$ cat config.mk
export PLATFORM = sky130hd
export DESIGN_NAME = mix_memarb
export DESIGN_NICKNAME = d
export VERILOG_FILES = /design/src/rtl/mix_memarb_pkg.sv /design/src/rtl/mix_memarb_lock.sv /design/src/rtl/mix_memarb.sv
export SDC_FILE = /design/constraint.sdc
export NUM_CORES = 1
export LEC_CHECK = 0
export ABC_CLOCK_PERIOD_IN_PS = 4080
export CAP_MARGIN = 25
export CORE_AREA = 2 2 84 86
export DETAILED_ROUTE_END_ITERATION = 16
export DIE_AREA = 0 0 86 88
export GPL_TIMING_DRIVEN = 0
export PLACE_DENSITY_LB_ADDON = 0.3
export SYNTH_ARGS = -nofsm -noshare
export SYNTH_HDL_FRONTEND = slang
export SYNTH_HIERARCHICAL = 1
export SYNTH_SLANG_ARGS = --single-unit
export TNS_END_PERCENT = 30
$ cat constraint.sdc
create_clock -name clk -period 4.08 [get_ports clk]
set_clock_uncertainty 0.2 [all_clocks]
set_input_delay 1.02 -clock clk [delete_from_list [all_inputs] [get_ports clk]]
set_output_delay 1.02 -clock clk [all_outputs]
set_load 0.02 [all_outputs]
$ cat src/rtl/mix_memarb_pkg.sv
// Shared MIX definitions: word/address widths, arbiter state encoding and the
// memory-port request bundle used by the core and the loader.
package mix_memarb_pkg;

  localparam int MIX_WORD_W = 31;
  localparam int MIX_ADDR_W = 12;

  typedef enum logic {
    ARB  = 1'b0,
    LOCK = 1'b1
  } arb_state_e;

  typedef struct packed {
    logic                  en;
    logic                  we;
    logic [MIX_ADDR_W-1:0] addr;
    logic [MIX_WORD_W-1:0] wdata;
  } mem_req_t;

  localparam mem_req_t MEM_IDLE = '0;

endpackage

$ cat src/rtl/mix_memarb_lock.sv
// Lock/age bookkeeping for the MIX memory arbiter: ARB/LOCK FSM, lock length
// limit with re-arm after a forced release, and io starvation ageing.
module mix_memarb_lock
  import mix_memarb_pkg::*;
#(
  parameter int AGE_MAX  = 8,
  parameter int LOCK_MAX = 64
) (
  input  logic clk,
  input  logic reset,
  input  logic hold_i,
  input  logic io_req_i,
  input  logic io_lock_i,
  input  logic io_gnt_i,
  output logic in_lock_o,
  output logic age_top_o
);

  localparam int AGE_W  = $clog2(AGE_MAX + 1);
  localparam int LOCK_W = (LOCK_MAX > 1) ? $clog2(LOCK_MAX) : 1;

  arb_state_e        state_q;
  logic [AGE_W-1:0]  age_cnt_q;
  logic [LOCK_W-1:0] lock_cnt_q;
  logic              armed_q;
  logic              lock_last;

  assign lock_last = (lock_cnt_q == LOCK_W'(LOCK_MAX - 1));

  always_ff @(posedge clk or posedge reset) begin
    if (reset) begin
      state_q    <= ARB;
      age_cnt_q  <= '0;
      lock_cnt_q <= '0;
      armed_q    <= 1'b1;
    end else begin
      if (!io_req_i || io_gnt_i)
        age_cnt_q <= '0;
      else if (!hold_i && age_cnt_q != AGE_W'(AGE_MAX))
        age_cnt_q <= age_cnt_q + 1'b1;

      if (!io_lock_i)
        armed_q <= 1'b1;

      case (state_q)
        ARB: begin
          if (io_gnt_i && io_lock_i && armed_q)
            state_q <= LOCK;
        end
        LOCK: begin
          // hold freezes the lock in place; the counter saturates so a forced
          // release still fires as soon as hold drops
          if (!hold_i && (!io_lock_i || lock_last)) begin
            state_q    <= ARB;
            lock_cnt_q <= '0;
            if (io_lock_i)
              armed_q <= 1'b0;
          end else if (!lock_last) begin
            lock_cnt_q <= lock_cnt_q + 1'b1;
          end
        end
        default: state_q <= ARB;
      endcase
    end
  end

  assign in_lock_o = (state_q == LOCK);
  assign age_top_o = (age_cnt_q == AGE_W'(AGE_MAX));

endmodule

$ cat src/rtl/mix_memarb.sv
// MIX memory arbiter: fetch, operand and loader/IO ports share one 4096x31
// synchronous memory; grants are combinational, read-valids registered.
module mix_memarb
  import mix_memarb_pkg::*;
#(
  parameter int AGE_MAX  = 8,
  parameter int LOCK_MAX = 64
) (
  input  logic                  clk,
  input  logic                  reset,
  input  logic                  hold,
  input  logic                  f_req,
  input  logic [MIX_ADDR_W-1:0] f_addr,
  input  logic                  d_req,
  input  logic                  d_we,
  input  logic [MIX_ADDR_W-1:0] d_addr,
  input  logic [MIX_WORD_W-1:0] d_wdata,
  input  logic                  io_req,
  input  logic                  io_we,
  input  logic                  io_lock,
  input  logic [MIX_ADDR_W-1:0] io_addr,
  input  logic [MIX_WORD_W-1:0] io_wdata,
  output logic                  f_gnt,
  output logic                  d_gnt,
  output logic                  io_gnt,
  output logic                  f_rvalid,
  output logic                  d_rvalid,
  output logic                  io_rvalid,
  output logic [MIX_WORD_W-1:0] rdata,
  output logic                  mem_en,
  output logic                  mem_we,
  output logic [MIX_ADDR_W-1:0] mem_addr,
  output logic [MIX_WORD_W-1:0] mem_wdata,
  input  logic [MIX_WORD_W-1:0] mem_rdata
);

  logic     in_lock, age_top;
  logic     f_rvalid_q, d_rvalid_q, io_rvalid_q;
  mem_req_t mreq;

  mix_memarb_lock #(
    .AGE_MAX (AGE_MAX),
    .LOCK_MAX(LOCK_MAX)
  ) u_lock (
    .clk      (clk),
    .reset    (reset),
    .hold_i   (hold),
    .io_req_i (io_req),
    .io_lock_i(io_lock),
    .io_gnt_i (io_gnt),
    .in_lock_o(in_lock),
    .age_top_o(age_top)
  );

  // Normal order d > f > io; a starved io jumps to the front; a lock owns the bus.
  always_comb begin
    f_gnt  = 1'b0;
    d_gnt  = 1'b0;
    io_gnt = 1'b0;
    if (!reset && !hold) begin
      if (in_lock)              io_gnt = io_req;
      else if (age_top && io_req) io_gnt = 1'b1;
      else if (d_req)           d_gnt  = 1'b1;
      else if (f_req)           f_gnt  = 1'b1;
      else if (io_req)          io_gnt = 1'b1;
    end
  end

  always_comb begin
    mreq = MEM_IDLE;
    if (d_gnt)       mreq = '{en: 1'b1, we: d_we,  addr: d_addr,  wdata: d_wdata};
    else if (f_gnt)  mreq = '{en: 1'b1, we: 1'b0,  addr: f_addr,  wdata: '0};
    else if (io_gnt) mreq = '{en: 1'b1, we: io_we, addr: io_addr, wdata: io_wdata};
  end

  assign mem_en    = mreq.en;
  assign mem_we    = mreq.we;
  assign mem_addr  = mreq.addr;
  assign mem_wdata = mreq.wdata;

  always_ff @(posedge clk or posedge reset) begin
    if (reset) begin
      f_rvalid_q  <= 1'b0;
      d_rvalid_q  <= 1'b0;
      io_rvalid_q <= 1'b0;
    end else begin
      f_rvalid_q  <= f_gnt;
      d_rvalid_q  <= d_gnt && !d_we;
      io_rvalid_q <= io_gnt && !io_we;
    end
  end

  assign f_rvalid  = f_rvalid_q;
  assign d_rvalid  = d_rvalid_q;
  assign io_rvalid = io_rvalid_q;
  assign rdata     = mem_rdata;

endmodule
# Word level (Yosys, flattened, before mapping)
# Index checks and enable logic that the tools add are counted.
# W data, S select, Z words.
dict set report word_totals {
  regBits 15
  in_bits 138
  out_inout_bits 82
  elab_cells 61
}
dict set report op_classes {
  add_sub_neg 2
  n_eq_ne 4
  mux 29
  bitwise 1
  reduce_logical 18
}
# operator count
set op_table {}
lappend op_table {{$mux W45} 3}
lappend op_table {{$mux W1} 21}
lappend op_table {{$mux W6} 2}
lappend op_table {{$logic_and A1 B1 Y1} 8}
lappend op_table {{$mux W4} 2}
lappend op_table {{$add A6 B1 Y6 const B} 1}
lappend op_table {{$eq A6 B6 Y1 const B} 1}
lappend op_table {{$logic_not A1 Y1} 6}
lappend op_table {{$add A4 B1 Y4 const B} 1}
lappend op_table {{$eq A4 B4 Y1 const B} 1}
lappend op_table {{$ne A4 B4 Y1 const B} 1}
lappend op_table {{$logic_or A1 B1 Y1} 2}
lappend op_table {{$ne A2 B2 Y1 const B} 1}
lappend op_table {{$pmux W1 S2} 1}
lappend op_table {{$reduce_and A2 Y1} 1}
lappend op_table {{$reduce_bool A2 Y1} 1}
lappend op_table {{$not A1 Y1} 1}

# Longest topological paths before layout
dict set report depth {
  ltp_word 10
  ltp_mapped 10
  depth_no_buf 7
}

# Hierarchy
# Netlist, hierarchy kept.
# mod instances cells_per_inst area_per_inst_um2 seq_area_each_um2
set by_module_without_submodules {}
lappend by_module_without_submodules {mix_memarb 1 140 1098.6 75.1}
lappend by_module_without_submodules {mix_memarb_lock 1 71 693.2 301.5}

# Worst setup path after synthesis
# Ideal clock, no wire load.
dict set report synth_path {
  path_type {input -> output}
  from {input hold}
  to {output mem_addr[10]}
  arrival_time_ns 2.077
  t_required_ns 2.860
  slack_ns 0.783
  path_stages 4
  path_buffers 1
  cell_sequence {nor3b_2 > clkbuf_1 > o211ai_1 > a2bb2oi_1}
}
dict set report synth_between {
  elab_chain_cells 6
  word_cells_on_any_way 8
  cone_classes {mux (6); reduce/logical (2)}
}
# item line_no
set synth_lines {}
lappend synth_lines {{start, declared} mix_memarb.sv:11} ;# input logic hold,
lappend synth_lines {{$logic_not A1 Y1 (*)} mix_memarb.sv:60} ;# if (!reset && !hold) begin
lappend synth_lines {{$logic_and A1 B1 Y1 (*)} mix_memarb.sv:60}
lappend synth_lines {{$mux W1} mix_memarb.sv:60}
lappend synth_lines {{$mux W45} mix_memarb.sv:73} ;# else if (io_gnt) mreq = '{en: 1'b1, we: io_we, addr: io_addr, wdata: io_wdata};
lappend synth_lines {{$mux W45} mix_memarb.sv:72} ;# else if (f_gnt) mreq = '{en: 1'b1, we: 1'b0, addr: f_addr, wdata: '0};
lappend synth_lines {{$mux W45 (*)} mix_memarb.sv:71} ;# if (d_gnt) mreq = '{en: 1'b1, we: d_we, addr: d_addr, wdata: d_wdata};
lappend synth_lines {{end, declared} mix_memarb.sv:32} ;# output logic [MIX_ADDR_W-1:0] mem_addr,
# Every way passes the cells marked *; elsewhere a longest branch is shown, timed or not.

# Final worst setup path
dict set report layout_path {
  from {input d_req}
  to {output mem_wdata[18]}
}
dict set report layout_between {
  elab_chain_cells 7
  word_cells_on_any_way 15
  cone_classes {mux (15)}
}
# item line_no
set layout_lines {}
lappend layout_lines {{start, declared} mix_memarb.sv:14} ;# input logic d_req,
lappend layout_lines {{$mux W1} mix_memarb.sv:63} ;# else if (d_req) d_gnt = 1'b1;
lappend layout_lines {{$mux W1} mix_memarb.sv:62} ;# else if (age_top && io_req) io_gnt = 1'b1;
lappend layout_lines {{$mux W1} mix_memarb.sv:61} ;# if (in_lock) io_gnt = io_req;
lappend layout_lines {{$mux W1} mix_memarb.sv:60}
lappend layout_lines {{$mux W45} mix_memarb.sv:73}
lappend layout_lines {{$mux W45} mix_memarb.sv:72}
lappend layout_lines {{$mux W45 (*)} mix_memarb.sv:71}
lappend layout_lines {{end, declared} mix_memarb.sv:33} ;# output logic [MIX_WORD_W-1:0] mem_wdata,
# Marked as above.

==> results.sh <==
export IMPL_path_class="in -> out"
export IMPL_crit_fanout=10
export IMPL_drive_above_1_share=0.224
export IMPL_clockBufferDepth=2
export IMPL_synth_edf_count=0
export IMPL_port_buffers=188
export IMPL_dpl_cell_count=479
export IMPL_synth_area_per_cell_um2=8.49
export IMPL_ys_ff_latch=15
export IMPL_path_buf_inv=4
export IMPL_antennaDiodeCount=0
export IMPL_maxCapViolations=0
export IMPL_ios=220
export IMPL_track_usage=0.200
export IMPL_grt_max_degree=13
export IMPL_arrival_ns=2.75
export IMPL_regArea_um2=377
export IMPL_grt_pass1_vias=2296
export IMPL_setup_violations=0
export IMPL_layout_cells_non_filler=487
export IMPL_area_delta_synth_final_pct=114
export IMPL_drt_initial_drc_count=119
export IMPL_finalPower_mw=0.817
export IMPL_htree_levels=1
export IMPL_antenna_found_initial=0
export IMPL_final_cell_mix="137 x clkdlybuf4s50_1, 37 x buf_4, 33 x a22o_1, 18 x clkdlybuf4s15_2, 15 x nand2_1"
export IMPL_ant_nets=0
export IMPL_cts_num_sinks=15
export IMPL_coreArea_um2=6640
export IMPL_drc=0
export IMPL_cts_buffers=3
export IMPL_wl_mm=8.34
export IMPL_postLayoutCellArea_um2=3830
export IMPL_initial_core_util=0.270
export IMPL_clk_pin_slew_worst_paths_ns=0.06
export IMPL_layout_commonest_cell="clkdlybuf4s50_1"
export IMPL_synth_ff_type="dfrtp_1"
export IMPL_yosysSeqAreaShare=0.210
export IMPL_grt_pass1_wl_mm=11.8
export IMPL_status="finished clean"
export IMPL_cp_slowest_cell="clkdlybuf4s50_1"
export IMPL_rows=30
export IMPL_finalSetupTns_ns=0
export IMPL_setup_worst_path_start_class="primary input"
export IMPL_firstDrtPassIters=4
export IMPL_tightest_slew_ns=0.514
export IMPL_fin_crit_ns=3.97
export IMPL_synth_cells=211
export IMPL_hold_path_class="reg -> reg"
export IMPL_critPathRequiredTime_ns=2.86
export IMPL_dieArea_um2=7570
export IMPL_critical_path_top_delay_family="buffers and inverters"
export IMPL_rsz0062_at_grt="no"
export IMPL_ir_drop_mv=0.138
export IMPL_nets=549
export IMPL_fillers=629
export IMPL_fmax_ghz=0.252
export IMPL_cts_tree="done"
export IMPL_worst_slack_ns=0.110
export IMPL_max_stage_delay_ns=0.62
export IMPL_hold_ws_ns=0.283
export IMPL_grt_overflow=0
export IMPL_wl_per_cell_um=17.1
export IMPL_critPathCaptureType="primary output"
export IMPL_final_period_utilization=0.973
export IMPL_ctsHoldBuffers=0
export IMPL_path_cells="clkdlybuf4s50_1 > nor2_4 > o21a_1 > buf_2 > buf_4 > a22o_1 > dlygate4sd2_1"
export IMPL_fp_dieH_um=88
export IMPL_place_hpwl_mm=6.90
export IMPL_finalMaxSlewViolations=0
export IMPL_gp_congestion=0.818
export IMPL_place_area_um2=3770
export IMPL_num_vias=2412
export IMPL_final_util=0.576
export IMPL_leakage_nw=1.72
export IMPL_fp_dieW_um=86
export IMPL_syn_cell_area_um2=1790
export IMPL_pre_cts_ws_ns=-0.567
export IMPL_finalHoldViolCount=0
export IMPL_syn_nets=352
export IMPL_power_density_nw_per_um2=213
export IMPL_multiInputGateArea_um2=1060
export IMPL_yosys_warnings=6
export IMPL_clock_latency_ns=0.25
export IMPL_via_per_inst=4.95
export IMPL_synthDistinctLibCells=44
export IMPL_synthArstFlopShare=1.00
export IMPL_cts_root_buf="clkbuf_8"
export IMPL_slew_limit_headroom=0.657
-- where the power goes --
group          total, mW  internal [mW]  switching [mW]
sequential         0.213          0.177          0.0357
clock              0.121         0.0692          0.0514
combinational      0.483          0.265           0.218
total              0.817          0.511           0.305
-- registers in the layout (all words and copies together) (netlist names) --
name	flops
u_lock/lock_cnt_q	6
u_lock/age_cnt_q	4
d_rvalid	1
f_rvalid	1
io_rvalid	1
u_lock/armed_q	1
u_lock/in_lock_o	1
-- synth_stat cells (all sizes together) (3+ instances only) --
master    n  share of area
nor2      3         0.0063
nor2b     3          0.010
buf      42           0.17
and3      3          0.010
a21oi     5          0.014
ha        3          0.021
a22o     33           0.16
a2bb2oi  12          0.059
nand2    16          0.035
o211ai   14          0.059
clkbuf    6          0.013
dfrtp    14           0.20
a21o     12          0.050
inv       7          0.015
o21ai     7          0.020
-- area by class of cell --
| class | instances | area share |
|---|---|---|
| Timing Repair Buffer | 192 | 0.485 |
| Multi-Input combinational cell | 139 | 0.276 |
| Sequential cell | 15 | 0.0984 |
| Buffer | 48 | 0.0925 |
| Tap cell | 80 | 0.0261 |
| Clock buffer | 4 | 0.0118 |
| Inverter | 9 | 0.00948 |
-- layer usage --
layer	share of wire	global-route usage	vias to the layer above
met2	0.50	0.347	137
met3	0.12	0.0877	10
met1	0.37	0.226	1103
met4	0.012	0.0462	0
met5	0	0	-
li1	-	-	1162
-- worst register-to-register path, delay by kind of cell (launching register included) --
family	cells	cell delay (ns)
AOI/OAI and AO/OA	2	0.34
adders and majority gates	1	0.19
and+or+nand+nor	3	0.64
DFF	1	0.42
buffers and inverters	4	0.54
-- final timing paths --
path	start	to	slack, ns	depth (start not counted)
setup / recovery	d_req	mem_wdata[18]	0.11	7
hold / removal	u_lock/armed_q	u_lock/armed_q	0.28	2
setup reg to reg	u_lock/age_cnt_q[0]	u_lock/age_cnt_q[0]	1.70	10
hold reg to reg	u_lock/armed_q	u_lock/armed_q	0.28	2
max in group asynchronous	reset	u_lock/armed_q	2.47	2
min in group asynchronous	reset	f_rvalid	0.71	2
-- repair_timing --
| action | 4_1_cts | 5_1_grt |
|---|---|---|
| endpoints found under the setup margin | 48 | 41 |
| setup buffers | 2 | 2 |
| resized for setup | 103 | 32 |
| pin swaps | 2 | 2 |
| hold endpoints to repair | 0 | 0 |
-- logic make-up after synthesis --
logic type	share of synthesized area
AO/OA/AOI/OAI	0.416
buffers and inverters	0.207
AND/OR/NAND/NOR	0.134
flip-flops	0.210
adder cells (fa/ha/maj)	0.0210
XOR/XNOR	0.00489
multiplexers	0.00628
Power figures use the tool's default switching activity.
